## src/rtl/ps2_pkg.sv

```systemverilog
// Shared constants, bit-FSM state encoding and the ps2_key event word layout.
package ps2_pkg;

    localparam int unsigned KEY_W = 11;

    localparam logic [7:0] PS2_E0 = 8'hE0;
    localparam logic [7:0] PS2_F0 = 8'hF0;
    localparam logic [7:0] PS2_E1 = 8'hE1;
    localparam logic [7:0] PS2_FA = 8'hFA;
    localparam logic [7:0] PS2_AA = 8'hAA;
    localparam logic [7:0] PS2_EE = 8'hEE;
    localparam logic [7:0] PS2_FE = 8'hFE;
    localparam logic [7:0] PS2_00 = 8'h00;
    localparam logic [7:0] PS2_FF = 8'hFF;

    typedef enum logic [1:0] {
        ST_IDLE   = 2'd0,
        ST_DATA   = 2'd1,
        ST_PARITY = 2'd2,
        ST_STOP   = 2'd3
    } rx_state_e;

    typedef struct packed {
        logic       toggle;
        logic       pressed;
        logic       ext;
        logic [7:0] code;
    } ps2_key_t;

endpackage

```

## src/rtl/ps2_rx_byte.sv

```systemverilog
// PS/2 device->host byte receiver: input synchronisers, clock deglitch filter,
// start/data/parity/stop deframing and inter-edge timeout.
module ps2_rx_byte
    import ps2_pkg::*;
#(
    parameter int unsigned CLK_HZ     = 12_000_000,
    parameter int unsigned FILTER_LEN = 8,
    parameter int unsigned TIMEOUT_US = 200
) (
    input  logic       clk,
    input  logic       rst_n,
    input  logic       ps2_clk_i,
    input  logic       ps2_dat_i,
    output logic [7:0] byte_o,
    output logic       valid_o,
    output logic       err_o
);

    localparam int unsigned TIMEOUT_CYC = TIMEOUT_US * CLK_HZ / 1_000_000;
    localparam int unsigned TO_W        = $clog2(TIMEOUT_CYC + 1);
    localparam int unsigned FLT_W       = $clog2(FILTER_LEN + 1);

    logic [1:0]      clk_sync_q, dat_sync_q;
    logic            filt_q, filt_d;
    logic [FLT_W-1:0] flt_cnt_q, flt_cnt_d;
    rx_state_e       state_q, state_d;
    logic [2:0]      bit_cnt_q, bit_cnt_d;
    logic [7:0]      shift_q, shift_d;
    logic            par_ok_q, par_ok_d;
    logic [TO_W-1:0] to_cnt_q, to_cnt_d;
    logic            valid_q, valid_d;
    logic            err_q, err_d;
    logic            fall_c;
    logic            dat_s;

    always_ff @(posedge clk or negedge rst_n) begin
        if (!rst_n) begin
            clk_sync_q <= 2'b11;
            dat_sync_q <= 2'b11;
            filt_q     <= 1'b1;
            flt_cnt_q  <= '0;
            state_q    <= ST_IDLE;
            bit_cnt_q  <= '0;
            shift_q    <= '0;
            par_ok_q   <= 1'b0;
            to_cnt_q   <= '0;
            valid_q    <= 1'b0;
            err_q      <= 1'b0;
        end else begin
            clk_sync_q <= {clk_sync_q[0], ps2_clk_i};
            dat_sync_q <= {dat_sync_q[0], ps2_dat_i};
            filt_q     <= filt_d;
            flt_cnt_q  <= flt_cnt_d;
            state_q    <= state_d;
            bit_cnt_q  <= bit_cnt_d;
            shift_q    <= shift_d;
            par_ok_q   <= par_ok_d;
            to_cnt_q   <= to_cnt_d;
            valid_q    <= valid_d;
            err_q      <= err_d;
        end
    end

    // Filtered clock only follows the line after FILTER_LEN consecutive differing cycles.
    always_comb begin
        filt_d    = filt_q;
        flt_cnt_d = '0;
        if (clk_sync_q[1] != filt_q) begin
            if (flt_cnt_q == FLT_W'(FILTER_LEN - 1)) begin
                filt_d = clk_sync_q[1];
            end else begin
                flt_cnt_d = flt_cnt_q + FLT_W'(1);
            end
        end
        fall_c = filt_q & ~filt_d;
        dat_s  = dat_sync_q[1];
    end

    always_comb begin
        state_d   = state_q;
        bit_cnt_d = bit_cnt_q;
        shift_d   = shift_q;
        par_ok_d  = par_ok_q;
        valid_d   = 1'b0;
        err_d     = 1'b0;
        if (state_q == ST_IDLE || fall_c) begin
            to_cnt_d = '0;
        end else begin
            to_cnt_d = to_cnt_q + TO_W'(1);
        end

        case (state_q)
            ST_IDLE: begin
                if (fall_c && !dat_s) begin
                    state_d   = ST_DATA;
                    bit_cnt_d = '0;
                end
            end
            ST_DATA: begin
                if (fall_c) begin
                    shift_d   = {dat_s, shift_q[7:1]};
                    bit_cnt_d = bit_cnt_q + 3'd1;
                    if (bit_cnt_q == 3'd7) begin
                        state_d = ST_PARITY;
                    end
                end
            end
            ST_PARITY: begin
                if (fall_c) begin
                    par_ok_d = ^{shift_q, dat_s};
                    state_d  = ST_STOP;
                end
            end
            ST_STOP: begin
                if (fall_c) begin
                    if (dat_s && par_ok_q) begin
                        valid_d = 1'b1;
                    end else begin
                        err_d = 1'b1;
                    end
                    state_d = ST_IDLE;
                end
            end
            default: state_d = ST_IDLE;
        endcase

        // Stalled frame: device stopped clocking mid-byte.
        if (state_q != ST_IDLE && !fall_c && to_cnt_q == TO_W'(TIMEOUT_CYC - 1)) begin
            state_d = ST_IDLE;
            err_d   = 1'b1;
        end
    end

    assign byte_o  = shift_q;
    assign valid_o = valid_q;
    assign err_o   = err_q;

endmodule

```

## src/rtl/ps2_key_decoder.sv

```systemverilog
// PS/2 keyboard decoder: folds E0/F0/E1 prefixes into the 11-bit ps2_key event word.
// Optional PS2_KEY_REPEAT_FILTER_EN drops typematic repeats of the last make code.
module ps2_key_decoder
    import ps2_pkg::*;
#(
    parameter int unsigned CLK_HZ     = 12_000_000,
    parameter int unsigned FILTER_LEN = 8,
    parameter int unsigned TIMEOUT_US = 200
) (
    input  logic             clk_sys,
    input  logic             Reset_I,
    input  logic             ps2_clk_i,
    input  logic             ps2_dat_i,
    output logic [KEY_W-1:0] ps2_key,
    output logic             err_o
);

    logic [7:0] rx_byte;
    logic       rx_valid;
    logic       rx_err;

    ps2_rx_byte #(
        .CLK_HZ    (CLK_HZ),
        .FILTER_LEN(FILTER_LEN),
        .TIMEOUT_US(TIMEOUT_US)
    ) u_rx (
        .clk      (clk_sys),
        .rst_n    (Reset_I),
        .ps2_clk_i(ps2_clk_i),
        .ps2_dat_i(ps2_dat_i),
        .byte_o   (rx_byte),
        .valid_o  (rx_valid),
        .err_o    (rx_err)
    );

    ps2_key_t   key_q, key_d;
    logic       ext_q, ext_d;
    logic       brk_q, brk_d;
    logic [2:0] skip_q, skip_d;
    logic       err_q, err_d;
    logic       emit_c;
`ifdef PS2_KEY_REPEAT_FILTER_EN
    logic [8:0] last_q, last_d;
    logic       last_vld_q, last_vld_d;
`endif

    always_ff @(posedge clk_sys or negedge Reset_I) begin
        if (!Reset_I) begin
            key_q      <= '0;
            ext_q      <= 1'b0;
            brk_q      <= 1'b0;
            skip_q     <= '0;
            err_q      <= 1'b0;
`ifdef PS2_KEY_REPEAT_FILTER_EN
            last_q     <= '0;
            last_vld_q <= 1'b0;
`endif
        end else begin
            key_q      <= key_d;
            ext_q      <= ext_d;
            brk_q      <= brk_d;
            skip_q     <= skip_d;
            err_q      <= err_d;
`ifdef PS2_KEY_REPEAT_FILTER_EN
            last_q     <= last_d;
            last_vld_q <= last_vld_d;
`endif
        end
    end

    always_comb begin
        key_d  = key_q;
        ext_d  = ext_q;
        brk_d  = brk_q;
        skip_d = skip_q;
        err_d  = rx_err;
        emit_c = 1'b0;
`ifdef PS2_KEY_REPEAT_FILTER_EN
        last_d     = last_q;
        last_vld_d = last_vld_q;
`endif
        if (rx_err) begin
            ext_d = 1'b0;
            brk_d = 1'b0;
        end else if (rx_valid) begin
            if (skip_q != 3'd0) begin
                skip_d = skip_q - 3'd1;
            end else begin
                case (rx_byte)
                    PS2_E1: skip_d = 3'd7;
                    PS2_E0: ext_d  = 1'b1;
                    PS2_F0: brk_d  = 1'b1;
                    PS2_FA, PS2_AA, PS2_EE, PS2_FE, PS2_00, PS2_FF: begin
                        ext_d = 1'b0;
                        brk_d = 1'b0;
                    end
                    default: begin
                        emit_c = 1'b1;
                        ext_d  = 1'b0;
                        brk_d  = 1'b0;
`ifdef PS2_KEY_REPEAT_FILTER_EN
                        if (brk_q) begin
                            last_vld_d = 1'b0;
                        end else if (last_vld_q && last_q == {ext_q, rx_byte}) begin
                            emit_c = 1'b0;
                        end else begin
                            last_d     = {ext_q, rx_byte};
                            last_vld_d = 1'b1;
                        end
`endif
                    end
                endcase
            end
        end
        if (emit_c) begin
            key_d.toggle  = ~key_q.toggle;
            key_d.pressed = ~brk_q;
            key_d.ext     = ext_q;
            key_d.code    = rx_byte;
        end
    end

    assign ps2_key = key_q;
    assign err_o   = err_q;

endmodule

```

## config.mk

```make
export PLATFORM = sky130hd
export DESIGN_NAME = ps2_key_decoder
export DESIGN_NICKNAME = d
export VERILOG_FILES = /design/src/rtl/ps2_pkg.sv /design/src/rtl/ps2_rx_byte.sv /design/src/rtl/ps2_key_decoder.sv
export SDC_FILE = /design/constraint.sdc
export NUM_CORES = 1
export LEC_CHECK = 0
export CORE_MARGIN = 2
export CORE_UTILIZATION = 55
export DETAILED_ROUTE_END_ITERATION = 8
export PLACE_DENSITY = 0.81
export SYNTH_ARGS = -nofsm -noshare
export SYNTH_HDL_FRONTEND = slang
export SYNTH_SLANG_ARGS = --single-unit
```

## constraint.sdc

```tcl
create_clock -name clk_sys -period 2.2 [get_ports clk_sys]
set_input_delay 0.44 -clock clk_sys [delete_from_list [all_inputs] [get_ports clk_sys]]
set_output_delay 0.44 -clock clk_sys [all_outputs]
set_load 0.01 [all_outputs]
```

Word-level counts from Yosys, hierarchy flattened
Index checks and enable logic that the tools add are counted.

word-level totals
  flip-flop bits (word level) = 54
  input bits = 4
  word-level logic and storage cells = 114

cells by class
  add/subtract/negate cells = 4
  equal/unequal tests = 25
  muxes and demuxes = 36
  bitwise gates (word level) = 5
  reductions and logical operators = 25

operators by type and width
  cell                                                                     number
  8-bit == test, second input constant                                     8
  1-bit 2-to-1 mux                                                         19
  12-bit by 1-bit adder with 12-bit output, second input constant          1
  12-bit == test, second input constant                                    1
  12-bit 2-to-1 mux                                                        1
  2-bit 2-to-1 mux                                                         6
  3-bit 2-to-1 mux                                                         4
  3-bit by 1-bit inequality test with 1-bit output, second input constant  4
  3-bit AND reduction                                                      4
  9-bit OR reduction                                                       1
  9-bit XOR reduction                                                      1
  8-bit zero test                                                          1
  4-bit 2-to-1 mux                                                         2
  2-bit by 1-bit inequality test with 1-bit output, second input constant  4
  2-bit case mux with 4 select lines                                       1
  2-bit nonzero test                                                       4
  3-bit case mux with 2 select lines                                       1
  5-bit AND reduction                                                      1
  4-bit by 1-bit adder with 4-bit output, second input constant            1
  2-bit == test, second input constant                                     2
  4-bit by 3-bit == test with 1-bit output, second input constant          1
  1-bit logical AND                                                        4
  1-bit NOT                                                                4
  1-bit case mux with 2 select lines                                       2
  other kinds (14)                                                         17

Depth between registers and ports, before layout
  word-level depth = 10
  mapped depth = 9
  mapped depth without buffers = 8

Modules after synthesis
A second synthesis with hierarchy kept.

unflattened totals
  cell total of the unflattened synthesis = 233
  area, all modules = 2660.1 µm²

by module, submodules not included
  module           times used  cells an instance  area an instance (µm²)
  ps2_rx_byte      1           158                1788.0
  ps2_key_decoder  1           75                 872.1

Worst setup path before layout
OpenSTA, ideal clock, no wires.

  kind = flip-flop to flip-flop
  from = register u_rx.shift_q[0] (netlist: u_rx.byte_o[0])
  to = register key_q (netlist bit ps2_key[0])
  setup time = 0.125 ns
  arrival = 1.881 ns
  slack = 0.194 ns
  cell stages (with the launch flop) = 8
  buffers on the path = 2
  clock period less this slack = 2.006 ns
  cell sequence = dfrtp_1 > buf_6 > or4_1 > a31oi_1 > and2_2 > or2_1 > buf_6 > mux2_4

on the way
  longest elaborated chain between the ends = 6
  elaborated cells between the ends (all ways) = 14
  those cells by class = eq/ne (8); mux (4); reduce/logical (2)

RTL lines
  element                                                  line                   text
  start, declared                                          ps2_rx_byte.sv:28      logic [7:0] shift_q, shift_d;
  start signal, assigned                                   ps2_rx_byte.sv:56      shift_q <= shift_d;
  8-bit == test / 8-bit zero test (equally long branches)  ps2_key_decoder.sv:89  case (rx_byte)
  9-bit OR reduction (no source line)                      --
  1-bit 2-to-1 mux                                         ps2_key_decoder.sv:89
  1-bit 2-to-1 mux                                         ps2_key_decoder.sv:86  if (skip_q != 3'd0) begin
  1-bit 2-to-1 mux                                         ps2_key_decoder.sv:85  end else if (rx_valid) begin
  1-bit 2-to-1 mux                                         ps2_key_decoder.sv:82  if (rx_err) begin
  end signal, assigned                                     ps2_key_decoder.sv:59  key_q <= key_d;
  end, declared                                            ps2_key_decoder.sv:36  ps2_key_t key_q, key_d;

Several ways; a longest one is shown, not always the timed one.
A chain may end at the register's enable or synchronous reset.

Final worst setup path
  from = register skip_q[0]
  to = register key_q (netlist bit ps2_key[3])

on the way
  longest elaborated chain between the ends = 4

RTL lines
  element                 line                   text
  start, declared         ps2_key_decoder.sv:39  logic [2:0] skip_q, skip_d;
  start signal, assigned  ps2_key_decoder.sv:62  skip_q <= skip_d;
  3-bit nonzero test      ps2_key_decoder.sv:86
  1-bit 2-to-1 mux        ps2_key_decoder.sv:86
  1-bit 2-to-1 mux        ps2_key_decoder.sv:85
  1-bit 2-to-1 mux        ps2_key_decoder.sv:82

Every way passes these cells.

==> results.txt <==
The path category of the worst min-delay check is in2async. By count the netlist is led by sky130_fd_sc_hd__dfrtp_1, sky130_fd_sc_hd__nor2_1, sky130_fd_sc_hd__nand2_1. For the max-slew violation total from the final report, the log shows 0. The pin slew with the least headroom to its limit was 0.4494 ns. The complex-gate fraction of the synthesized area is 0.08278, and the final RePlAce weighted congestion is 0.7657.

The tools report the sequential cell area fraction in the yosys report as 0.5191. The logs give 1.368 nW for the static leakage and 0 for the number of gates resized after cts. The first routing iteration left 84 violations. The critical-path maximum fanout was 10. Summed over all nets, the half-perimeter wirelength after detailed placement is 3037 um. The total area inside the core boundary comes to 4661 um^2. The tools report the critical path startpoint category as a flop. The internal portion of the total power is 0.001472 W. Final count of hold timing violations: 0. The synthesized netlist occupies a cell area of 2615 um^2.

The post-detailed-route count of antenna-violating nets was 0. The highest-utilization routing layer at the global route stage was met2. The area growth from synthesis to layout is 12.15%. The flow ran to the end, and the final reports show no timing, DRC or antenna violations. The run gives 308 as the number of cells in the finished layout apart from fillers. Clock-pin slew was measured on the worst setup and hold paths at 0.08 ns. After detailed routing, the total wire length is 4196 um.

The part of the total power dissipated in combinational logic is 0.201. The via count of the first global-routing pass came out at 1654. Global-route met2 utilization: 0.3000. The tightest slew margin relative to the limit is 0.6976. Counting flops and latches in the post-synthesis netlist gives 54.

The fraction of power spent switching nets came out at 0.2940. The height of the die came out at 72.96 um. The number of input and output port buffers inserted came out at 15. Setup repair after global routing left no endpoint under its margin.

16 I/O pins were placed. Power spread over the standard cell area amounts to 710.7 nW/um^2. The run gives 4 as the number of detailed-route iterations in the first pass. Data on the critical path arrives at its endpoint at 2.17 ns. TritonCTS built the clock tree. Summed over all failing endpoints, the final setup total negative slack is 0 ns. The pin count of the biggest net entering global routing came out at 55.

The run gives 269 as the number of nets in the layout. Summing over every cut layer, the via total after detailed routing is 1715. Setup violations remaining at the end of the flow were counted as 0.

Sorting the synthesized cells by area gives the leading types as sky130_fd_sc_hd__dfrtp_1, sky130_fd_sc_hd__ha_1, sky130_fd_sc_hd__dfstp_2, sky130_fd_sc_hd__xnor2_1, sky130_fd_sc_hd__mux2_2. The floorplan step set the die width to 72.96 um. The logs give 7279 um for the global-route wire length before repair and 2 for the maximum clock insertion buffer count. After detailed placement, the design holds a cell count of 301. Die area: 5322 um^2.

The tools report the total global-route track usage as 0.1775. The endpoint type of the worst setup path was a flop. At the later pin of the worst-skew pair, clock insertion delay measures 0.31 ns. Dividing the detail-routed via count by the number of cells gives 5.568. Among all flip-flop cells after synthesis, the most frequent one is sky130_fd_sc_hd__dfrtp_1. In the routed design, unresolved DRC markers number 0. The number of clock buffers added by TritonCTS is 5. The power share of the sequential group was 0.555. The xor and xnor fraction of the mapped netlist area was 0.06699. The count of warnings emitted by yosys is 0, and the proportion of layout cells with a drive suffix above 1 is 0.1614. In this run the power spent charging and discharging nets is 0.0006128 W. Final core area utilization: 0.6293.

The initial antenna violation count is 0. After global routing the overflow that remains totals 0. The global-route track usage on met1 came out at 0.2212.

By area, the combinational part of the netlist is dominated by simple AND/OR/NAND/NOR gates. The area share of and/or/nand/nor cells after synthesis was 0.1636. The tree is rooted in a sky130_fd_sc_hd__clkbuf_8. For this design, the CTS-stage hold fixing added 0 buffers. The fraction of synthesized cell area taken by the top area cell type was 0.4689.

The worst setup path is of the reg2reg kind. The post-route clock period utilization was 0.8986. The clock period minus worst slack was 1.977 ns. The post-synthesis mux area share works out to 0.07321.

The synthesized netlist net count was 245; the routed wirelength normalized by instance count was 13.62 um. In the synthesized netlist, the number of instances is 230. The synthesized area divided by synthesized cell count is 11.37 um^2, and the number of clock sinks is 54. Yosys mapped a number of flops with a built-in enable equal to 0. The required time at the worst-slack endpoint is 2.39 ns.

The most numerous cell in the Yosys netlist is sky130_fd_sc_hd__dfrtp_1. Static timing analysis puts the maximum clock frequency at 505.9 MHz. The worst-case IR drop observed on VDD is 439.9 uV. The number of placement rows was 25; the post-synthesis adder-cell area fraction was 0.05263. The maximum level of the CTS H-tree is 2.

The largest area contributor in the synthesized netlist is sky130_fd_sc_hd__dfrtp_1. After synthesis, the netlist uses 51 different library cells. The count of buffers added by post-CTS timing repair for setup was 0; the share of flip-flops with an asynchronous set or reset was 1.000. Across the run, the number of max-cap violations was 0. For the initial cell density of the core, the log shows 0.5611.

The setup clock skew after layout was 0.006951 ns. The tools report the antenna cell count as 0. The met3 routing resource usage after global routing is 0.02901.

The run gives 0.244 as the share of total power in the clock network.
-- worst max-delay path: stages, from the launching register on --
cell and delay, ns:
sky130_fd_sc_hd__dfrtp_1 0.37, sky130_fd_sc_hd__inv_1 0.08, sky130_fd_sc_hd__ha_1 0.15, sky130_fd_sc_hd__ha_1 0.16
sky130_fd_sc_hd__inv_1 0.06, sky130_fd_sc_hd__a41oi_2 0.19, sky130_fd_sc_hd__nand4_2 0.13, sky130_fd_sc_hd__or2_1 0.27
sky130_fd_sc_hd__buf_12 0.16, sky130_fd_sc_hd__mux2_4 0.30
-- power groups by stage --
stage	Combinational (W)	Clock (W)	Sequential, W
global route	0.000473	0.000567	0.00117
CTS	0.000427	0.000531	0.00116
global placement	0.000400	0	0.00117
floorplan	0.000302	0	0.00116
detailed placement	0.000420	0	0.00118
finish	0.000419	0.000509	0.00116
-- cells in the final DEF (no fill, tap or decap), types with 3 or more instances in the layout --
master / synthesis / final
sky130_fd_sc_hd__mux2_2: 9 / 9
sky130_fd_sc_hd__nand4_1: 5 / 5
sky130_fd_sc_hd__nor2_1: 23 / 23
sky130_fd_sc_hd__clkdlybuf4s50_1: 0 / 14
sky130_fd_sc_hd__a21oi_1: 4 / 4
sky130_fd_sc_hd__inv_1: 10 / 10
sky130_fd_sc_hd__and3_1: 3 / 3
sky130_fd_sc_hd__dfrtp_1: 49 / 49
sky130_fd_sc_hd__xor2_1: 6 / 6
sky130_fd_sc_hd__dfstp_2: 5 / 5
sky130_fd_sc_hd__nand2_1: 15 / 15
sky130_fd_sc_hd__nand3_1: 9 / 9
sky130_fd_sc_hd__mux2_4: 6 / 6
sky130_fd_sc_hd__nor4_1: 3 / 3
sky130_fd_sc_hd__nor3_1: 3 / 3
sky130_fd_sc_hd__buf_4: 2 / 8
sky130_fd_sc_hd__o21ai_0: 9 / 9
sky130_fd_sc_hd__xnor2_1: 14 / 14
sky130_fd_sc_hd__ha_1: 11 / 11
sky130_fd_sc_hd__clkbuf_8: 1 / 5
-- state kept, by name (all words and copies together) (netlist names) --
register / count
u_rx.byte_o: 8
u_rx.par_ok_q: 1
u_rx.dat_sync_q: 2
u_rx.err_o: 1
u_rx.bit_cnt_q: 3
u_rx.state_q: 2
u_rx.clk_sync_q: 2
u_rx.flt_cnt_q: 4
err_o: 1
u_rx.filt_q: 1
ext_q: 1
ps2_key: 11
u_rx.valid_o: 1
skip_q: 3
brk_q: 1
u_rx.to_cnt_q: 12
-- final timing paths --
kind	startpoint	end	slack, ns	depth (start not counted)
max	skip_q[0]	ps2_key[3]	0.22	9
min	Reset_I	ps2_key[3]	0.10	2
max reg2reg	skip_q[0]	ps2_key[3]	0.22	9
min reg2reg	u_rx.clk_sync_q[0]	u_rx.clk_sync_q[1]	0.36	0
max in group asynchronous	Reset_I	u_rx.dat_sync_q[0]	1.79	2
min in group clk_sys	u_rx.clk_sync_q[0]	u_rx.clk_sync_q[1]	0.36	0
-- metrics by stage --
step                worst slack [ns]  hold WS [ns]  area (um^2)  total power [W]
detailed placement            0.2219        0.3472         2856         0.001595
global route                  0.1127        0.1281         2933         0.002208
floorplan                     0.1938        0.1444         2615         0.001462
global placement              0.2546        0.3454         2856         0.001571
finish                        0.2232        0.1049         2933         0.002084
CTS                           0.2108        0.1267         2933         0.002114
-- routing by layer --
metal	vias up	part of all wire
met2	24	0.50
met3	7	0.020
li1	849	-
met4	0	0.022
met5	-	0
met1	835	0.46
-- area by class of cell --
| type | count | area (um^2) |
|---|---|---|
| Inverter | 10 | 37.54 |
| Fill cell | 371 | 1728 |
| Timing Repair Buffer | 25 | 245.2 |
| Clock buffer | 7 | 76.32 |
| Tap cell | 54 | 67.56 |
| Sequential cell | 54 | 1358 |
| Multi-Input combinational cell | 158 | 1149 |
-- kinds of logic (layout without fill, tap and decap cells) --
kind of cell	count (synthesis)	in the layout
DFF	54	54
xor gates and xnor gates	20	20
AOI/OAI and AO/OA	31	31
adders and majority gates	11	11
and+or+nand+nor	81	81
muxes	15	15
buffers and inverters	18	42
No activity file was read; power rests on OpenSTA's default activity.
